==> config.mk <==
export PLATFORM = sky130hd
export DESIGN_NAME = spi_slave_sync_flat
export DESIGN_NICKNAME = d
export VERILOG_FILES = /design/src/rtl/spi_slave_sync_if.sv /design/src/rtl/spi_slave_sync.sv /design/src/flat_wrapper.sv
export SDC_FILE = /design/constraint.sdc
export NUM_CORES = 1
export LEC_CHECK = 0
export CORE_UTILIZATION = 49
export DETAILED_ROUTE_END_ITERATION = 8
export HOLD_SLACK_MARGIN = 0.06
export PLACE_DENSITY = 0.82
export SLEW_MARGIN = 15
export SYNTH_ARGS = -nofsm -noshare
export SYNTH_HDL_FRONTEND = slang
export SYNTH_SLANG_ARGS = --single-unit
export TNS_END_PERCENT = 10
==> constraint.sdc <==
create_clock -name clk -period 1.5 [get_ports clk]
set_input_delay 0.45 -clock clk [delete_from_list [all_inputs] [get_ports clk]]
set_output_delay 0.45 -clock clk [all_outputs]
set_load 0.05 [all_outputs]
==> src/rtl/spi_slave_sync_if.sv <==
// Bus bundle for spi_slave_sync: SPI pins plus the fabric-side TX/RX handshake.
interface spi_slave_sync_if #(
   parameter int WIDTH = 8
);
   logic             SCLK;
   logic             MOSI;
   logic             SS;
   logic             MISO;
   logic             miso_oe;
   logic [WIDTH-1:0] tx_data;
   logic             tx_load;
   logic             tx_ready;
   logic [WIDTH-1:0] rx_data;
   logic             rx_valid;
   logic             tx_underrun;
   logic             frame_err;

   modport slave (
      input  SCLK, MOSI, SS, tx_data, tx_load,
      output MISO, miso_oe, tx_ready, rx_data, rx_valid, tx_underrun, frame_err
   );

   modport master (
      output SCLK, MOSI, SS, tx_data, tx_load,
      input  MISO, miso_oe, tx_ready, rx_data, rx_valid, tx_underrun, frame_err
   );
endinterface

==> src/rtl/spi_slave_sync.sv <==
// SPI mode-0 responder, MSB first, oversampling SCLK/MOSI/SS on the system clock.
// One TX holding register feeds back-to-back words inside a single SS-low frame.
module spi_slave_sync #(
   parameter int WIDTH       = 8,
   parameter int SYNC_STAGES = 2
) (
   input  logic            clk,
   input  logic            rst_n,
   spi_slave_sync_if.slave bus
);
   localparam int NSYNC = (SYNC_STAGES < 2) ? 2 : SYNC_STAGES;
   localparam int CW    = $clog2(WIDTH + 1);
   localparam logic [CW-1:0] LAST_BIT = CW'(WIDTH - 1);

   typedef enum logic [1:0] {IDLE = 2'd0, LOAD = 2'd1, SHIFT = 2'd2} state_t;
   state_t state, state_nx;

   logic [NSYNC-1:0] sclk_sync, mosi_sync, ss_sync;
   logic             sclk_s, mosi_s, ss_s, sclk_d, ss_d;
   logic             sclk_rise, sclk_fall, ss_rise, ss_fall;

   logic [WIDTH-1:0] hold, tx_shift, rx_shift, rx_data_q;
   logic             hold_full;
   logic [CW-1:0]    bit_cnt;
   logic             boundary, reload_pend, reload_full, rx_done;
   logic             rx_valid_q, underrun_q, frame_err_q;
   logic             in_shift, load_go, word_end, partial_end, tx_take, commit;

   always_ff @(posedge clk or negedge rst_n) begin
      if (!rst_n) begin
         sclk_sync <= '0;
         mosi_sync <= '0;
         ss_sync   <= '1;
         sclk_d    <= 1'b0;
         ss_d      <= 1'b1;
      end else begin
         sclk_sync <= {sclk_sync[NSYNC-2:0], bus.SCLK};
         mosi_sync <= {mosi_sync[NSYNC-2:0], bus.MOSI};
         ss_sync   <= {ss_sync[NSYNC-2:0], bus.SS};
         sclk_d    <= sclk_s;
         ss_d      <= ss_s;
      end
   end

   always_comb begin
      sclk_s    = sclk_sync[NSYNC-1];
      mosi_s    = mosi_sync[NSYNC-1];
      ss_s      = ss_sync[NSYNC-1];
      sclk_rise = sclk_s & ~sclk_d;
      sclk_fall = ~sclk_s & sclk_d;
      ss_fall   = ~ss_s & ss_d;
      ss_rise   = ss_s & ~ss_d;
   end

   always_comb begin
      in_shift    = (state == SHIFT);
      load_go     = (state == LOAD) & ~ss_rise;
      word_end    = in_shift & sclk_rise & (bit_cnt == LAST_BIT);
      partial_end = in_shift & ss_rise & ~word_end & (sclk_rise | (bit_cnt != '0));
      tx_take     = bus.tx_load & ~hold_full;
      commit      = in_shift & sclk_rise & reload_pend;
   end

   always_ff @(posedge clk or negedge rst_n) begin
      if (!rst_n) state <= IDLE;
      else        state <= state_nx;
   end

   always_comb begin
      state_nx = state;
      unique case (state)
         IDLE:    if (ss_fall) state_nx = LOAD;
         LOAD:    state_nx = SHIFT;
         SHIFT:   state_nx = SHIFT;
         default: state_nx = IDLE;
      endcase
      if (ss_rise) state_nx = IDLE;
   end

   always_comb begin
      bus.MISO    = 1'b0;
      bus.miso_oe = 1'b0;
      if (state == SHIFT) begin
         bus.MISO    = tx_shift[WIDTH-1];
         bus.miso_oe = 1'b1;
      end
   end

   always_ff @(posedge clk or negedge rst_n) begin
      if (!rst_n) begin
         hold      <= '0;
         hold_full <= 1'b0;
      end else begin
         if (load_go) hold_full <= 1'b0;
         if (commit && reload_full) hold_full <= 1'b0;
         if (tx_take) begin
            hold      <= bus.tx_data;
            hold_full <= 1'b1;
         end
      end
   end

   // A word-boundary reload is presented on MISO at the SCLK fall but only committed
   // (holding freed or underrun flagged) at the next word's first rise, so the
   // trailing fall of a frame neither consumes the held word nor reports underrun.
   always_ff @(posedge clk or negedge rst_n) begin
      if (!rst_n) begin
         tx_shift    <= '0;
         rx_shift    <= '0;
         rx_data_q   <= '0;
         bit_cnt     <= '0;
         boundary    <= 1'b0;
         reload_pend <= 1'b0;
         reload_full <= 1'b0;
         rx_done     <= 1'b0;
         rx_valid_q  <= 1'b0;
         underrun_q  <= 1'b0;
         frame_err_q <= 1'b0;
      end else begin
         underrun_q  <= 1'b0;
         frame_err_q <= 1'b0;
         rx_done     <= 1'b0;
         rx_valid_q  <= rx_done;
         if (rx_done) rx_data_q <= rx_shift;

         if (load_go) begin
            tx_shift    <= hold_full ? hold : '0;
            underrun_q  <= ~hold_full;
            bit_cnt     <= '0;
            boundary    <= 1'b0;
            reload_pend <= 1'b0;
         end

         if (in_shift && sclk_rise) begin
            rx_shift <= (rx_shift << 1) | WIDTH'(mosi_s);
            bit_cnt  <= word_end ? '0 : bit_cnt + 1'b1;
            if (word_end) begin
               boundary <= 1'b1;
               rx_done  <= 1'b1;
            end
            if (reload_pend) begin
               reload_pend <= 1'b0;
               underrun_q  <= ~reload_full;
            end
         end

         if (in_shift && sclk_fall) begin
            if (boundary) begin
               tx_shift    <= hold_full ? hold : '0;
               reload_full <= hold_full;
               reload_pend <= 1'b1;
               boundary    <= 1'b0;
            end else begin
               tx_shift <= tx_shift << 1;
            end
         end

         if (ss_rise) begin
            boundary    <= 1'b0;
            reload_pend <= 1'b0;
         end
         if (partial_end) begin
            frame_err_q <= 1'b1;
            rx_shift    <= '0;
            bit_cnt     <= '0;
         end
      end
   end

   assign bus.tx_ready    = ~hold_full;
   assign bus.rx_data     = rx_data_q;
   assign bus.rx_valid    = rx_valid_q;
   assign bus.tx_underrun = underrun_q;
   assign bus.frame_err   = frame_err_q;
endmodule

==> src/flat_wrapper.sv <==
// flat-port wrapper written by rule: the top's interface ports become plain ports
module spi_slave_sync_flat 
#(
   parameter int WIDTH       = 8,
   parameter int SYNC_STAGES = 2
)
  (clk, rst_n, bus_SCLK, bus_MOSI, bus_SS, bus_tx_data, bus_tx_load, bus_MISO, bus_miso_oe, bus_tx_ready, bus_rx_data, bus_rx_valid, bus_tx_underrun, bus_frame_err);
  spi_slave_sync_if #(.WIDTH(WIDTH)) bus_i ();
  input  logic clk;
  input  logic rst_n;
  input wire logic [$bits(bus_i.SCLK)-1:0] bus_SCLK;
  input wire logic [$bits(bus_i.MOSI)-1:0] bus_MOSI;
  input wire logic [$bits(bus_i.SS)-1:0] bus_SS;
  input wire logic [$bits(bus_i.tx_data)-1:0] bus_tx_data;
  input wire logic [$bits(bus_i.tx_load)-1:0] bus_tx_load;
  output wire logic [$bits(bus_i.MISO)-1:0] bus_MISO;
  output wire logic [$bits(bus_i.miso_oe)-1:0] bus_miso_oe;
  output wire logic [$bits(bus_i.tx_ready)-1:0] bus_tx_ready;
  output wire logic [$bits(bus_i.rx_data)-1:0] bus_rx_data;
  output wire logic [$bits(bus_i.rx_valid)-1:0] bus_rx_valid;
  output wire logic [$bits(bus_i.tx_underrun)-1:0] bus_tx_underrun;
  output wire logic [$bits(bus_i.frame_err)-1:0] bus_frame_err;
  assign bus_i.SCLK = bus_SCLK;
  assign bus_i.MOSI = bus_MOSI;
  assign bus_i.SS = bus_SS;
  assign bus_i.tx_data = bus_tx_data;
  assign bus_i.tx_load = bus_tx_load;
  assign bus_MISO = bus_i.MISO;
  assign bus_miso_oe = bus_i.miso_oe;
  assign bus_tx_ready = bus_i.tx_ready;
  assign bus_rx_data = bus_i.rx_data;
  assign bus_rx_valid = bus_i.rx_valid;
  assign bus_tx_underrun = bus_i.tx_underrun;
  assign bus_frame_err = bus_i.frame_err;
  spi_slave_sync #(.WIDTH(WIDTH), .SYNC_STAGES(SYNC_STAGES)) u_core (.clk(clk), .rst_n(rst_n), .bus(bus_i));
endmodule
==> results.md <==
* Status: complete, but fails checks
* Chip width at roughly 70 µm
* Leak at 1.440 nW
* CP Capture Type: output pin
* Synth cell types at 35
* Commonest non-fill, non-tap cells in the layout: 51 x dfrtp_1, 23 x nand2_1, 20 x buf_4
* Syn avg cell area at ~12 µm²
* DR top layer: met4
* Ant diodes at 0
* CTS clock-pin slew for the worst setup and hold paths at around 100 ps
* Setup violators final at 24
* Hold Slack at between 100 and 150 ps
* Pint at approximately 3 mW
* P_sw at roughly 1.5 mW
* Worst min path class: input pin to async pin
* Met1 WL at about 1.9 mm
* Starting density of the core at 0.5137
* Switching share of total power at 0.3272
* Final Slew Violations at 0
* Core Box Area at between 0.004 and 0.005 mm²
* Starting DRT DRC Count at 55
* Place WS at -213.5 ps
* Failing checks: negative setup slack
* Share of cells above drive strength 1 at 0.3655
* Clock network power share at 0.183
* Filler cells at between 200 and 300
* H-tree levels at 2
* First-pass GRT wire length at about 7.5 mm
* Most common cell after layout, fill and taps aside: dfrtp_1
* Synthesized flop and latch total at 54
* Period minus WS final at roughly 1700 ps
* Hold Fails Final Rpt at 0
* CTS Buf Count at 5
* CTS sink cnt at 54
* Final Util at 0.6975
* Die Y at 69.80 µm
* PD cells at between 1000 and 1500 mW/mm²
* Post-Syn Area at approximately 0.0023 mm²
* Vias in the first global route at around 1,600
* Final wirelength at 4.345 mm
* Arr. time, crit path at between 1000 and 1500 ps
* Tot Pwr at ~4.5 mW
* Peak supply drop at roughly 750 µV
* Fmax at roughly 570 MHz
* GP Congestion at ~0.79
* Clock skew at a little over 10 ps
* Post-synthesis net count at just over 200
* Cell count after synthesis at roughly 180
* Root Driver: clkbuf_8
* Die area at ~0.005 mm²
* Initial antenna violation count at 0
* IO buf count at 27
* Pin count of the biggest net entering global routing at 55
* Met3 Routed Length at approximately 130 µm
* Overflow after GRT at 0
* Sequential share of power at 0.447
* WS Path Type: flip-flop to output pin
* DRT Pass-1 Iters at 4
* P&R area growth vs syn at 35.78%
* Hold bufs inserted after CTS at 0
* GRT Total Usage at 0.2003
* Worst-path fanout max at 3
* Synth warn at 0
* Clock latency on the worst-skew pair at 310 ps
* Clock buffer depth at 2
* Worst Path Required at 1050 ps
* Post-route ant nets at 0
* RSZ-0062 raised after global routing: yes
* TritonCTS clock tree: built
* WL/cell at about 15 µm
* Combinational share of power at 0.371
* Final worst-path cycle share at 1.167
* Met2 wire length at approximately 2.2 mm
* DRC at 0
* Vias at 1,547
* # rows at 24
* Max-slew headroom at 0.7581
* DP HPWL at approximately 2.9 mm
* Max-Cap Viols at 0
* Final Worst Setup Slack at -249.9 ps
* Top Ports at 28
* Post-synthesis sequential area ratio at 0.6017
* Least-Margin Pin Slew at ~360 ps
* Vias per inst at between 5 and 6
* Final #Nets at 257
* Startpoint Class: flip-flop
[registers in the layout (all words and copies together) (netlist names), 2 cells and up]
signal	cells
u_core.bus.rx_data	8
u_core.ss_sync	2
u_core.tx_shift	8
u_core.state	2
u_core.sclk_sync	2
u_core.mosi_sync	2
u_core.bit_cnt	4
u_core.rx_shift	8
u_core.hold	8
[cell families (layout without fill, tap and decap cells)]
family | Yosys count | after routing | share of synthesized area
buf+inv | 13 | 68 | 0.03166
compound gates | 40 | 40 | 0.1217
fa+ha+maj | 6 | 6 | 0.03333
flops | 54 | 54 | 0.6017
mux | 18 | 18 | 0.08889
simple gates | 52 | 52 | 0.1228
[final cells by class]
type | count | area (µm²) | share of cell area
multi-input combinational | 116 | 879.6 | 0.2876
sequential | 54 | 1355 | 0.4431
clock inverter | 3 | 23.77 | 0.007774
tap | 52 | 65.06 | 0.02128
inverter | 6 | 22.52 | 0.007365
clock buffer | 5 | 68.82 | 0.02250
timing repair buffer | 54 | 643.1 | 0.2103
[worst max-delay path, cell delays in order (launching register included)]
cell and delay, ps:
dfrtp_1 420, ha_4 180, buf_4 140, buf_6 120, buf_12 140
[power by group through the flow]
stage	Clock, mW	Combinational (mW)	Sequential [mW]
2_1_floorplan	0	0.930	1.99
3_3_place_gp	0	1.42	2.01
3_5_place_dp	0	1.48	2.03
4_1_cts	0.844	1.62	2.00
5_1_grt	0.892	1.80	2.04
6_report	0.820	1.66	2.00
[synth_stat cells]
master	count	area share
dfrtp_1	51	0.57
nand2_1	23	0.038
mux2_2	16	0.080
a21oi_1	15	0.033
nor2_1	8	0.013
a21o_1	7	0.023
a22o_1	7	0.027
ha_1	6	0.033
inv_1	6	0.010
o21ai_0	6	0.013
nand3_1	4	0.0089
buf_2	3	0.0067
dfstp_2	3	0.035
and2_1	2	0.0056
buf_6	2	0.010
mux2i_1	2	0.0089
nand2b_1	2	0.0056
nand3b_1	2	0.0067
nor2b_1	2	0.0056
a211oi_2	1	0.0056
a21oi_4	1	0.0072
a22oi_1	1	0.0033
a31o_2	1	0.0039
a32o_1	1	0.0044
and2b_1	1	0.0033
and3b_1	1	0.0039
and3b_4	1	0.0056
buf_4	1	0.0033
clkbuf_1	1	0.0017
nand3b_2	1	0.0050
nand4_1	1	0.0028
nor2_2	1	0.0028
nor2b_4	1	0.0061
nor3_1	1	0.0022
nor3_4	1	0.0072
[layer usage]
layer  global-route usage  up-vias
met5                    0        -
met4              0.09333        0
met3              0.04506        8
met2               0.3397       28
met1               0.2419      775
li1                     -      736
[per-stage QoR]
step	cells	setup TNS (ps)	cell area (µm²)
finish	290	-2912	3058
global route	290	-4638	3058
CTS	290	-2602	3032
detailed placement	277	-2175	2865
global placement	277	-1500	2865
floorplan	183	-863.3	2266
[path summary, 6_finish.rpt]
check	slack [ps]	start	depth (start not counted)	to
hold reg to reg	360	u_core.ss_sync[0]	0	u_core.ss_sync[1]
min in group clk	360	u_core.ss_sync[0]	0	u_core.ss_sync[1]
setup / recovery	-250	u_core.state[1]	4	bus_miso_oe
hold / removal	120	rst_n	2	u_core.reload_pend
setup reg to reg	-160	u_core.state[1]	7	u_core.tx_shift[3]
max in group asynchronous	1090	rst_n	2	u_core.ss_d
[timing repair]
action	in CTS	in global routing
buffers inserted	5	0
setup endpoints to repair	13	29
pin swaps	3	1
cloned	0	0
resized for setup	10	7
No activity file was read; power rests on OpenSTA's default activity.
